==> config.mk <==
export PLATFORM = sky130hd
export DESIGN_NAME = hazard_detection_unit
export DESIGN_NICKNAME = d
export VERILOG_FILES = /design/src/rtl/hazard_detection_unit.sv
export SDC_FILE = /design/constraint.sdc
export NUM_CORES = 1
export LEC_CHECK = 0
export ABC_AREA = 1
export CAP_MARGIN = 20
export CORE_MARGIN = 2
export CORE_UTILIZATION = 33
export CTS_CLUSTER_DIAMETER = 200
export CTS_CLUSTER_SIZE = 28
export DETAILED_ROUTE_END_ITERATION = 8
export GPL_TIMING_DRIVEN = 0
export PLACE_DENSITY = 0.77
export SLEW_MARGIN = 5
export SYNTH_ARGS = -nofsm -noshare
export SYNTH_HDL_FRONTEND = slang
export SYNTH_SLANG_ARGS = --single-unit
==> constraint.sdc <==
create_clock -name clk_i -period 1.2 [get_ports clk_i]
set_input_delay 0.3 -clock clk_i [delete_from_list [all_inputs] [get_ports clk_i]]
set_output_delay 0.3 -clock clk_i [all_outputs]
set_load 0.02 [all_outputs]
==> src/rtl/hazard_detection_unit.sv <==
// Hazard/stall control for the 5-stage RISC-V pipeline: load-use bubbles, branch flushes, memory freeze.
// Optional stall performance counter enabled by defining HAZARD_PERF_CNT_EN.
module hazard_detection_unit #(
    parameter int LOAD_STALL_CYCLES = 1,
    parameter int CNT_W             = 32
) (
    input  logic             clk_i,
    input  logic             rst_n_i,
    input  logic             IDEX_MemRead_i,
    input  logic [4:0]       IDEX_Rd_i,
    input  logic [4:0]       IFID_Rs1_i,
    input  logic [4:0]       IFID_Rs2_i,
    input  logic             IFID_UsesRs2_i,
    input  logic             BranchTaken_i,
    input  logic             MemBusy_i,
    output logic             Hazard_o,
    output logic             PCWrite_o,
    output logic             IFIDWrite_o,
    output logic             IFIDFlush_o,
    output logic             Stall_o,
    output logic [CNT_W-1:0] StallCnt_o
);

    typedef enum logic [1:0] {
        RUN,
        LOAD_STALL,
        MEM_WAIT
    } state_t;

    // The first bubble is issued from RUN, so the counter covers the remaining ones minus one.
    localparam logic [3:0] STALL_INIT = (LOAD_STALL_CYCLES > 1) ? 4'(LOAD_STALL_CYCLES - 2) : 4'd0;

    state_t     state;
    state_t     saved_state;
    state_t     eff_state;
    logic [3:0] cnt;
    logic       lu;

    assign lu = IDEX_MemRead_i && (IDEX_Rd_i != 5'd0) &&
                ((IDEX_Rd_i == IFID_Rs1_i) || (IFID_UsesRs2_i && (IDEX_Rd_i == IFID_Rs2_i)));

    // While frozen, cnt is left untouched, so on release the saved state resumes
    // in the same cycle with its counter intact.
    assign eff_state = (state == MEM_WAIT) ? saved_state : state;

    // NOTE: every output gets a default before the branches so no latch is inferred.
    always_comb begin
        Hazard_o    = 1'b0;
        PCWrite_o   = 1'b0;
        IFIDWrite_o = 1'b0;
        IFIDFlush_o = 1'b0;
        Stall_o     = 1'b0;
        if (rst_n_i) begin
            if (MemBusy_i) begin
                Stall_o = 1'b1;
            end else if (BranchTaken_i) begin
                IFIDFlush_o = 1'b1;
                Hazard_o    = 1'b1;
                PCWrite_o   = 1'b1;
                IFIDWrite_o = 1'b1;
            end else if (eff_state == LOAD_STALL || lu) begin
                Hazard_o = 1'b1;
            end else begin
                PCWrite_o   = 1'b1;
                IFIDWrite_o = 1'b1;
            end
        end
    end

    // NOTE: sequential state uses non-blocking assignments so all registers update together.
    always_ff @(posedge clk_i or negedge rst_n_i) begin
        if (!rst_n_i) begin
            state       <= RUN;
            saved_state <= RUN;
            cnt         <= 4'd0;
        end else if (MemBusy_i) begin
            state <= MEM_WAIT;
            if (state != MEM_WAIT) saved_state <= state;
        end else if (BranchTaken_i) begin
            state <= RUN;
            cnt   <= 4'd0;
        end else if (eff_state == LOAD_STALL) begin
            if (cnt == 4'd0) begin
                state <= RUN;
            end else begin
                state <= LOAD_STALL;
                cnt   <= cnt - 4'd1;
            end
        end else if (lu && LOAD_STALL_CYCLES > 1) begin
            state <= LOAD_STALL;
            cnt   <= STALL_INIT;
        end else begin
            state <= RUN;
        end
    end

`ifdef HAZARD_PERF_CNT_EN
    logic [CNT_W-1:0] stall_cnt;

    // Saturating count of cycles where the pipe issued a bubble or froze.
    always_ff @(posedge clk_i or negedge rst_n_i) begin
        if (!rst_n_i) begin
            stall_cnt <= '0;
        end else if ((Hazard_o || Stall_o) && (stall_cnt != '1)) begin
            stall_cnt <= stall_cnt + CNT_W'(1);
        end
    end

    assign StallCnt_o = stall_cnt;
`else
    assign StallCnt_o = '0;
`endif

endmodule

## Word level (Yosys, flattened, before mapping)

Index checks and enable logic that the tools add are counted.

| storage, ports and cells | value |
|---|---|
| register bits after elaboration | 8 |
| output and inout port bits | 37 |
| word-level logic and storage cells | 42 |

| cells by class | value |
|---|---|
| add/subtract/negate cells | 1 |
| equality and inequality tests | 6 |
| mux-type cells | 21 |
| bitwise operators | 1 |
| reduce and logical (&&, ||, !) cells | 10 |

Operator list:

| kind | number |
|---|---|
| 1-bit 2-to-1 mux | 14 |
| 4-bit 2-to-1 mux | 3 |
| 5-bit equality test | 2 |
| 2-bit 2-to-1 mux | 4 |
| 5-bit nonzero test | 1 |
| 4-bit logical NOT | 1 |
| 2-bit inequality test (second input constant) | 2 |
| 4-bit by 1-bit subtractor with 4-bit output (second input constant) | 1 |
| 1-bit logical AND | 3 |
| 3-bit AND reduction | 1 |
| 2-bit by 1-bit equality test with 1-bit output (second input constant) | 1 |
| 2-bit equality test (second input constant) | 1 |
| 1-bit logical OR | 2 |
| 2-bit AND reduction | 1 |
| 2-bit nonzero test | 1 |
| 1-bit NOT | 1 |

## Longest topological paths before layout

| depth | value |
|---|---|
| depth in word-level cells | 9 |
| mapped depth | 10 |

## Least setup slack after synthesis

Ideal clock, no wire load.

| timing | value |
|---|---|
| kind | input to output |
| start | in MemBusy_i |
| end | out PCWrite_o |
| arrival time | 1234 ps |
| setup slack | -334 ps |
| stages on the path | 6 |
| path buffers | 1 |
| path through | inv_1 > nand2_1 > nor2_1 > inv_1 > nand2_1 > buf_4 |

| on the way | value |
|---|---|
| word-level cells in the longest chain between the ends | 2 |

Ends and longest elaborated chain:

| item | line | source |
|---|---|---|
| from (decl) | 15 | `input logic MemBusy_i,` |
| 1-bit 2-to-1 mux (2 in series) | -- |  |
| to (decl) | 17 | `output logic PCWrite_o,` |

Every way passes these cells.

## Worst setup path after layout

| timing | value |
|---|---|
| start | reg state[1] |
| end | out PCWrite_o |

| on the way | value |
|---|---|
| word-level cells in the longest chain between the ends | 8 |

Ends and longest elaborated chain:

| item | line | source |
|---|---|---|
| from (decl) | 33 | `state_t state;` |
| from (signal assigned) | 73 | `state <= RUN;` |
| from (signal assigned) | 77 | `state <= MEM_WAIT;` |
| from (signal assigned) | 80 | `state <= RUN;` |
| 2-bit equality test | 44 | `assign eff_state = (state == MEM_WAIT) ? saved_state : state;` |
| 2-bit 2-to-1 mux * | 44 |  |
| 2-bit by 1-bit equality test with 1-bit output * | 61 | `end else if (eff_state == LOAD_STALL \|\| lu) begin` |
| 1-bit logical OR * | 61 |  |
| 1-bit 2-to-1 mux * | 61 |  |
| 1-bit 2-to-1 mux * | 56 | `end else if (BranchTaken_i) begin` |
| 1-bit 2-to-1 mux * | 54 | `if (MemBusy_i) begin` |
| 1-bit 2-to-1 mux * | 53 | `if (rst_n_i) begin` |

Every way passes the cells marked *; elsewhere a longest branch is shown, timed or not.

==> results.py <==
metrics = {
    "sta": {
        "fin_skew_ns": 0.00711,
        "rsz0062_at_grt": "yes",
        "post-route-period-util": 1.38,
        "finalHoldViolCount": 0,
        "setup_viol": 9,
        "drv_slew": 0,
        "setup_ws_ns": -0.461,
        "timing.hold.ws_ns": 0.362,
        "period_needed_ns": 1.66,
        "fmax_mhz": 602,
    },
    "synth": {
        "synthCells": 145,
        "ys_warn_count": 0,
        "synth_seq_area_share": 0.219,
        "netlist_area_sq_um": 915,
        "syn_area_per_cell_sq_um": 6.31,
        "synth_cell_type_count": 18,
        "ys_seq_elements": 8,
    },
    "critical_path": {
        "crit_fanout": 4,
        "arrival_ns": 1.36,
        "cp.required_ns": 0.90,
        "endpoint_kind": "primary output",
        "cp-start-kind": "flop",
        "path_class": "reg2out",
    },
    "route": {
        "ant_nets": 0,
        "drc": 0,
        "routedWlPerCell_um": 7.08,
        "dr.pass1.iters": 3,
        "routed_wl_mm": 1.69,
        "drtIter0Drc": 14,
        "vias": 886,
        "vias_per_cell": 3.72,
    },
    "layout": {
        "area_delta_synth_final_pct": 50.3,
        "nFillCells": 283,
        "insertedDiodeCount": 0,
        "nNetsFinal": 232,
        "drive_gt1_frac": 0.338,
        "layout_commonest_cell": "nand2_1",
        "fin_area_sq_um": 1380,
        "final_cell_mix": "45 x nand2_1, 33 x buf_4, 32 x conb_1",
        "postLayoutCoreUtil": 0.512,
    },
    "placement": {
        "hpwl_mm": 1.43,
        "dpl_cell_area_sq_um": 1350,
        "place_ws_ns": -1.31,
        "io_buffer_count": 25,
        "finalWeightedCongestion": 0.747,
    },
    "pwr": {
        "p_leak_nw": 0.916,
        "ir_drop_uv": 606,
        "power.density_nw_per_um2": 601,
    },
    "clocking": {
        "path_clk_slew_ns": 0.05,
        "numCtsBuffers": 3,
        "cts_tree": "done",
        "clockBufferDepth": 2,
        "cts_root_buf": "clkbuf_4",
        "cts_sinks": 8,
        "clock_latency_ns": 0.25,
        "htreeDepth": 1,
    },
    "global_routing": {
        "grtUsageTotal": 0.105,
        "grt_pass1_vias": 728,
        "antenna_found_initial": 0,
        "grt_max_degree": 9,
        "overflow": 0,
        "grt_pass1_wl_mm": 2.77,
    },
    "floorplan": {
        "dieArea_sq_um": 3210,
        "io-pin-count": 58,
        "dieHeight_um": 56.6,
        "start_util": 0.340,
        "rows": 19,
        "core_sq_um": 2690,
        "fp.dieW_um": 56.6,
    },
    "job": {
        "maxCapViolCount": 0,
    },
    "status": {
        "status": "finished with violations",
        "violations": "negative setup slack",
    },
    "min_path": {
        "hp-class": "in2reg",
    },
}
## timing repair
item | in CTS | in global routing
gates resized for setup | 58 | 26
buffers inserted | 1 | 1
hold buffers | 1 | 0
pin swaps | 11 | 9
endpoints found under the hold margin | 8 | 0
endpoints found under the setup margin | 9 | 9
## stage by stage
stage	TNS, ns	total power, mW	cells
finish	-1.95	0.827	238
global route	-2.82	0.884	238
CTS	-1.97	0.828	237
detailed placement	-6.74	0.643	232
global placement	-6.60	0.641	232
floorplan	-0.205	0.531	176
## cell usage after synthesis
cell type	count	share of area
inv_1	26	0.11
nand2_1	51	0.21
a21o_2	1	0.0096
conb_1	1	0.0041
o22ai_1	1	0.0068
nand4_1	1	0.0068
dfrtp_1	8	0.22
and2_4	1	0.0096
o21ai_0	3	0.016
nand2_4	1	0.012
xnor2_1	1	0.0096
nand3_1	3	0.016
xor2_1	2	0.019
nor3_4	1	0.018
nor2_1	8	0.033
ha_1	2	0.027
nor3_1	1	0.0055
buf_4	33	0.27
## registers in the layout, indices dropped and copies added, names as in the netlist
signal and count:
cnt 4, state 2, saved_state 2
## report_power, final
part	switching [mW]	leakage, nW	total [mW]	internal (mW)
logic	0.197	0.792	0.356	0.158
clock network	0.0837	0.0138	0.198	0.114
registers	0.00147	0.110	0.273	0.272
## area by class of cell
class | count | area, sq um | area share
buffer | 33 | 251 | 0.183
clock buffer | 3 | 22.5 | 0.0164
inverter | 26 | 100 | 0.0728
multi-input combinational | 109 | 528 | 0.384
sequential | 8 | 200 | 0.146
tap | 31 | 38.8 | 0.0282
timing repair buffer | 28 | 234 | 0.170
## kinds of logic (layout without fill, tap and decap cells)
family,count (synthesis),after routing,synth area share
XOR/XNOR,3,3,0.0287
other,1,32,0.00410
flip-flops,8,8,0.219
AND/OR/NAND/NOR,67,67,0.311
adder cells (fa/ha/maj),2,2,0.0274
buffers and inverters,59,90,0.378
AO/OA/AOI/OAI,5,5,0.0328
## layer usage
metal,GRT usage,up-vias,share of wire
met5,0,-,0
met1,0.120,373,0.39
met4,0.0306,0,0.0024
met2,0.198,26,0.54
met3,0.0161,2,0.065
li1,-,485,-
## worst paths after layout
kind | from | end | slack, ns | depth (start not counted)
worst max register to register | state[1] | cnt[1] | -0.15 | 9
worst max-delay path | state[1] | PCWrite_o | -0.46 | 7
min in group asynchronous | rst_n_i | cnt[1] | 0.53 | 2
max in group asynchronous | rst_n_i | saved_state[0] | 0.41 | 2
worst min-delay path | MemBusy_i | state[1] | 0.36 | 1
worst min register to register | saved_state[0] | saved_state[0] | 0.49 | 2
## worst max-delay path: stages, from the launching register on
cell,delay (ns)
dfrtp_1,0.39
a21o_2,0.20
and2_4,0.14
inv_4,0.06
nand3_4,0.07
nand2_4,0.07
buf_6,0.09
buf_6,0.10
Power figures use the tool's default switching activity.
